**config.mk**
```make
export PLATFORM = sky130hd
export DESIGN_NAME = serial_subtractor
export DESIGN_NICKNAME = d
export VERILOG_FILES = /design/src/rtl/serial_sub_pkg.sv /design/src/rtl/serial_subtractor_full_subtractor.sv /design/src/rtl/serial_subtractor.sv
export SDC_FILE = /design/constraint.sdc
export NUM_CORES = 1
export LEC_CHECK = 0
export ABC_CLOCK_PERIOD_IN_PS = 1830
export BUFFER_PORTS_ARGS = -buffer_cell sky130_fd_sc_hd__buf_4
export CORE_MARGIN = 2
export CORE_UTILIZATION = 52
export DETAILED_ROUTE_END_ITERATION = 8
export PLACE_DENSITY = 0.75
export SLEW_MARGIN = 20
export SYNTH_ARGS = -nofsm -noshare
export SYNTH_HDL_FRONTEND = slang
export SYNTH_SLANG_ARGS = --single-unit
```
**constraint.sdc**
```tcl
create_clock -name clk -period 1.83 [get_ports clk]
set_input_delay 0.2745 -clock clk [delete_from_list [all_inputs] [get_ports clk]]
set_output_delay 0.2745 -clock clk [all_outputs]
set_load 0.05 [all_outputs]
```
**src/rtl/serial_sub_pkg.sv**
```systemverilog
// Shared types and constants for the bit-serial subtractor.
// Optional feature macro: SUB_OVERFLOW_EN (adds the signed-overflow output).
package serial_sub_pkg;

  // Default operand and result width.
  localparam int SUB_WIDTH = 4;

  // Control states: waiting, shifting bits through the cell, result valid.
  typedef enum logic [1:0] {
    IDLE  = 2'd0,
    SHIFT = 2'd1,
    DONE  = 2'd2
  } state_e;

endpackage

```
**src/rtl/serial_subtractor_full_subtractor.sv**
```systemverilog
// One-bit full subtractor: d = x - y - b_in, with borrow out.
// Purely combinational; the serial datapath reuses it for every bit.
module full_subtractor (
  input  logic x,
  input  logic y,
  input  logic b_in,
  output logic d,
  output logic b_out
);

  // Difference bit and borrow: borrow when x < y + b_in for this bit.
  always_comb begin
    d     = x ^ y ^ b_in;
    b_out = (~x & y) | (~(x ^ y) & b_in);
  end

endmodule

```
**src/rtl/serial_subtractor.sv**
```systemverilog
// Bit-serial subtractor: D = A - B - b_in, LSB first, one bit per clock.
// Optional feature macro: SUB_OVERFLOW_EN (adds the ovf port and its flops).
//
// Handshake: start is sampled only while busy=0 (IDLE or DONE). An accepted
// start captures A, B and b_in; busy is high for WIDTH cycles, then done
// pulses for one cycle with D/b_out valid. A start seen while busy is
// dropped, not queued. D/b_out hold until the next result is written.
module serial_subtractor
  import serial_sub_pkg::*;
#(
  parameter int WIDTH = SUB_WIDTH
) (
  input  logic             clk,
  input  logic             rst_n,
  input  logic             start,
  input  logic [WIDTH-1:0] A,
  input  logic [WIDTH-1:0] B,
  input  logic             b_in,
  output logic             busy,
  output logic             done,
  output logic [WIDTH-1:0] D,
  output logic             b_out,
`ifdef SUB_OVERFLOW_EN
  output logic             ovf,
`endif
  output state_e           dbg_state
);

  localparam int CW = $clog2(WIDTH);
  localparam logic [CW-1:0] LAST_CNT = CW'(WIDTH - 1);

  state_e           state_q, state_d;
  logic [WIDTH-1:0] a_sh_q, a_sh_d;
  logic [WIDTH-1:0] b_sh_q, b_sh_d;
  logic             borrow_q, borrow_d;
  logic [CW-1:0]    cnt_q, cnt_d;
  // Holds the WIDTH-1 bits already produced; the last bit goes straight to D.
  logic [WIDTH-2:0] res_q, res_d;
  logic [WIDTH-1:0] d_q, d_d;
  logic             b_out_q, b_out_d;
`ifdef SUB_OVERFLOW_EN
  logic             a_msb_q, a_msb_d;
  logic             b_msb_q, b_msb_d;
  logic             ovf_q, ovf_d;
`endif

  logic cell_d;
  logic cell_bo;

  full_subtractor u_cell (
    .x     (a_sh_q[0]),
    .y     (b_sh_q[0]),
    .b_in  (borrow_q),
    .d     (cell_d),
    .b_out (cell_bo)
  );

  // Next-state and datapath: capture on accepted start, shift while in SHIFT.
  always_comb begin
    state_d  = state_q;
    a_sh_d   = a_sh_q;
    b_sh_d   = b_sh_q;
    borrow_d = borrow_q;
    cnt_d    = cnt_q;
    res_d    = res_q;
    d_d      = d_q;
    b_out_d  = b_out_q;
`ifdef SUB_OVERFLOW_EN
    a_msb_d  = a_msb_q;
    b_msb_d  = b_msb_q;
    ovf_d    = ovf_q;
`endif
    case (state_q)
      IDLE, DONE: begin
        state_d = IDLE;
        if (start) begin
          a_sh_d   = A;
          b_sh_d   = B;
          borrow_d = b_in;
          cnt_d    = '0;
          state_d  = SHIFT;
`ifdef SUB_OVERFLOW_EN
          a_msb_d  = A[WIDTH-1];
          b_msb_d  = B[WIDTH-1];
`endif
        end
      end
      SHIFT: begin
        a_sh_d   = a_sh_q >> 1;
        b_sh_d   = b_sh_q >> 1;
        borrow_d = cell_bo;
        res_d    = (WIDTH-1)'({cell_d, res_q} >> 1);
        cnt_d    = cnt_q + CW'(1);
        if (cnt_q == LAST_CNT) begin
          d_d     = {cell_d, res_q};
          b_out_d = cell_bo;
          state_d = DONE;
`ifdef SUB_OVERFLOW_EN
          ovf_d   = (a_msb_q != b_msb_q) && (cell_d != a_msb_q);
`endif
        end
      end
      default: state_d = IDLE;
    endcase
  end

  // State and datapath registers; reset discards any partial result.
  always_ff @(posedge clk or negedge rst_n) begin
    if (!rst_n) begin
      state_q  <= IDLE;
      a_sh_q   <= '0;
      b_sh_q   <= '0;
      borrow_q <= 1'b0;
      cnt_q    <= '0;
      res_q    <= '0;
      d_q      <= '0;
      b_out_q  <= 1'b0;
`ifdef SUB_OVERFLOW_EN
      a_msb_q  <= 1'b0;
      b_msb_q  <= 1'b0;
      ovf_q    <= 1'b0;
`endif
    end else begin
      state_q  <= state_d;
      a_sh_q   <= a_sh_d;
      b_sh_q   <= b_sh_d;
      borrow_q <= borrow_d;
      cnt_q    <= cnt_d;
      res_q    <= res_d;
      d_q      <= d_d;
      b_out_q  <= b_out_d;
`ifdef SUB_OVERFLOW_EN
      a_msb_q  <= a_msb_d;
      b_msb_q  <= b_msb_d;
      ovf_q    <= ovf_d;
`endif
    end
  end

  assign busy      = (state_q == SHIFT);
  assign done      = (state_q == DONE);
  assign D         = d_q;
  assign b_out     = b_out_q;
  assign dbg_state = state_q;
`ifdef SUB_OVERFLOW_EN
  assign ovf       = ovf_q;
`endif

endmodule

```
==> results.md <==
* Final instance area at 1221 sq um
* Crit path kind: flip-flop to output port
* Routed len/inst at 12.74 um
* DR iter-0 viols at 10
* CTS tree: built
* WP buf/inv at 2
* Die area at approximately 2300 sq um
* Post-Synthesis Cell Area at between 1000 and 1500 sq um
* Antenna fix cells at 0
* DR DRC count at 0
* Ys Warns at 0
* Fin. Hold Viols at 0
* Worst Path Required at 1.56 ns
* Synth Net Count at 106
* Detail Route Antenna Nets at 0
* Crit Reg-Reg Endpoint: borrow_q
* R2R cell count at 4
* Setup TNS at 0 ns
* Synth Area in Adders at 0.03182
* Fin crit share at 0.9478
* Antenna violations before repair at 0
* NumNets Final at 129
* Clock-pin slew on the worst setup and hold paths at 0.12 ns
* Die Span Y at 48.34 um
* Maximum clock rate at between 0.5 and 0.6 GHz
* Row cnt at 16
* Worst-path maximum fanout at 8
* RSZ-0062 raised after global routing: false
* Endpoint type of the worst setup path: output port
* Drt pass-1 iters at 4
* R2r setup slk at around 0.46 ns
* H-Tree Depth at 1
* CP max stage delay at 0.52 ns
* Slew headroom at 0.7741
* Status: finished, final reports clean
* Worst r2r src: b_sh_q[0]
* Hold Path Sink: b_sh_q[1]
* Share of cells above drive strength 1 at 0.2982
* Post-synth EDFFs at 0
* Placed Area at approximately 1200 sq um
* Setup-failing EPs final at 0
* CP max-delay cell: dfrtp_1
* Placer's final routability congestion estimate at 0.7678
* Worst path arrival time at 1.46 ns
* Worst-Margin Slew at roughly 0.34 ns
* Sequential share of the synthesized area at 0.5141
* Hold-fix buffers, CTS at 1
* Initial core utilization at 0.5375
* Core ar. at about 1900 sq um
* Largest family of logic cells by synthesized area: simple AND/OR/NAND/NOR gates
* CTS max path bufs at 2
* CTS sink count at 21
* Clock skew at around 0.0043 ns
* Mux cell area share after synthesis at 0.1371
* TritonCTS Buffers at 3
* Final Routed Wirelength at 1796 um
* Hold Crit Depth at 3
* GRT Util Overall at 0.1775
* Cell leakage power at roughly 0.62 nW
* Count of unique library cells instantiated by Yosys at 24
* DR vias/cell at 5.191
* Vias in the first global route at a little over 700
* Primary FF master, synth: dfrtp_1
* Seq cells post-synth at 21
* Final slew viol count at 0
* CTS root buf: clkbuf_4
* Global-route wire length before repair at 3263 um
* # Max-Cap Violations at 0
* Cell family with most CP delay: flip-flops
* IR drop worst, VDD at roughly 0.8 mV
* Num ports at 21
* Synth Area in XOR/XNOR at 0
* HP Class: input pin to flip-flop
* Area delta synth->final at 19.46%
* Skew-Pair Late Insertion Delay at 0.30 ns
* Sum of net half-perimeters after detailed placement at 1325 um
* Hold Crit Start: B[1]
* Async set-reset flop share out of synthesis at 1.000
* Post-Syn Instances at 92
* Power per cell area at around 1800 nW/um^2
* Crit path time final at 1.734 ns
* PortBufs at 20
* Chip width at approximately 48 um
* Post-CTS Resized at 0
* Post-synthesis simple-gate area fraction at 0.1432
* Overflow after GRT at 0
* Synth Area in Compound Gates at 0.1163
* Setup crit start kind: flip-flop
* Via Count at 732
* Largest net degree at the start of global routing at 22
* Crit path cell chain: nand2b_1, inv_2, buf_4
* Postcts setup bufs at 0
* Syn_area_per_cell at 11.11 sq um
==> sequential cells by signal (all words and copies together) (netlist names) <==
register / flops
cnt_q: 2
res_q: 3
b_out: 1
a_sh_q: 4
borrow_q: 1
b_sh_q: 4
D: 4
dbg_state: 2
==> cell type report <==
class	count	area (sq um)
timing repair buffer	23	175.2
tap	27	33.78
sequential	21	525.5
clock buffer	3	22.52
multi-input combinational	61	440.4
clock inverter	1	5.005
inverter	5	18.77
fill	176	680.7
==> how the worst max path moves through the flow <==
stage / startpoint / endpoint / cells after the start
3_5_place_dp: dbg_state[1] / busy / 3
2_1_floorplan: dbg_state[1] / done / 2
4_1_cts: dbg_state[1] / busy / 3
3_3_place_gp: dbg_state[1] / busy / 3
5_1_grt: dbg_state[1] / busy / 3
6_report: dbg_state[1] / busy / 3
==> synthesized netlist by cell type, types with 2 or more instances <==
| cell | number | area (sq um) |
|---|---|---|
| mux2_2 | 4 | 45.04 |
| mux2i_1 | 8 | 80.08 |
| buf_6 | 2 | 22.52 |
| a211oi_1 | 4 | 30.03 |
| and2b_1 | 4 | 30.03 |
| nand2_1 | 14 | 52.55 |
| o211a_1 | 2 | 20.02 |
| dfrtp_1 | 21 | 525.5 |
| a21oi_1 | 6 | 30.03 |
| inv_1 | 4 | 15.01 |
| nand3_1 | 4 | 20.02 |
| buf_2 | 2 | 10.01 |
| o21ai_0 | 6 | 30.03 |
==> placed cells by master (no fill, tap or decap) <==
| cell | n |
|---|---|
| mux2_4 | 1 |
| inv_1 | 4 |
| nand2b_1 | 1 |
| mux2i_1 | 8 |
| nor2b_2 | 1 |
| inv_2 | 1 |
| clkbuf_4 | 3 |
| clkinv_2 | 1 |
| o21ai_0 | 6 |
| or2b_1 | 1 |
| nor2_1 | 1 |
| dfrtp_1 | 21 |
| and2b_1 | 4 |
| dlygate4sd3_1 | 1 |
| a32oi_1 | 1 |
| ha_1 | 1 |
| o211a_1 | 2 |
| nand3b_4 | 1 |
| nand3_1 | 4 |
| mux2_2 | 4 |
| nand2_1 | 14 |
| fa_1 | 1 |
| buf_4 | 22 |
| a211oi_1 | 4 |
| a21oi_1 | 6 |
==> routing by layer <==
layer / up-vias / part of all wire / global-route usage
met3: 2 / 0.063 / 0.03704
met5: - / 0 / 0
li1: 358 / - / -
met4: 0 / 0.0078 / 0.05714
met2: 21 / 0.48 / 0.2824
met1: 351 / 0.45 / 0.2454
==> tightest hold or removal path: cells and delay by family <==
kind,cells,cell delay [ns]
AOI/OAI and AO/OA,1,0.09
and+or+nand+nor,1,0.05
buffers and inverters,1,0.08
==> metrics by stage <==
step	cells	worst slack (ns)	power (mW)	hold WS, ns	util
4_1_cts	141	0.09109	2.226	0.2231	0.6421
5_1_grt	141	0.007549	2.396	0.2171	0.6421
6_report	141	0.09556	2.217	0.2278	0.6421
3_5_place_dp	136	0.4375	2.013	0.1692	0.6224
3_3_place_gp	136	0.4700	1.988	0.1694	0.6224
2_1_floorplan	92	0.2088	1.726	-0.02109	-
==> report_power, final <==
part           total, mW  switching (mW)  internal, mW
clock              0.220           0.139        0.0813
sequential         0.834           0.152         0.682
combinational       1.16           0.714         0.449
==> kinds of logic (layout without fill, tap and decap cells) <==
kind of cell,Yosys count,in the layout
adders and majority gates,2,2
AOI/OAI and AO/OA,19,19
buffers and inverters,10,32
and+or+nand+nor,27,27
muxes,13,13
DFF,21,21
Note: power is estimated with default switching activity, not from simulation.
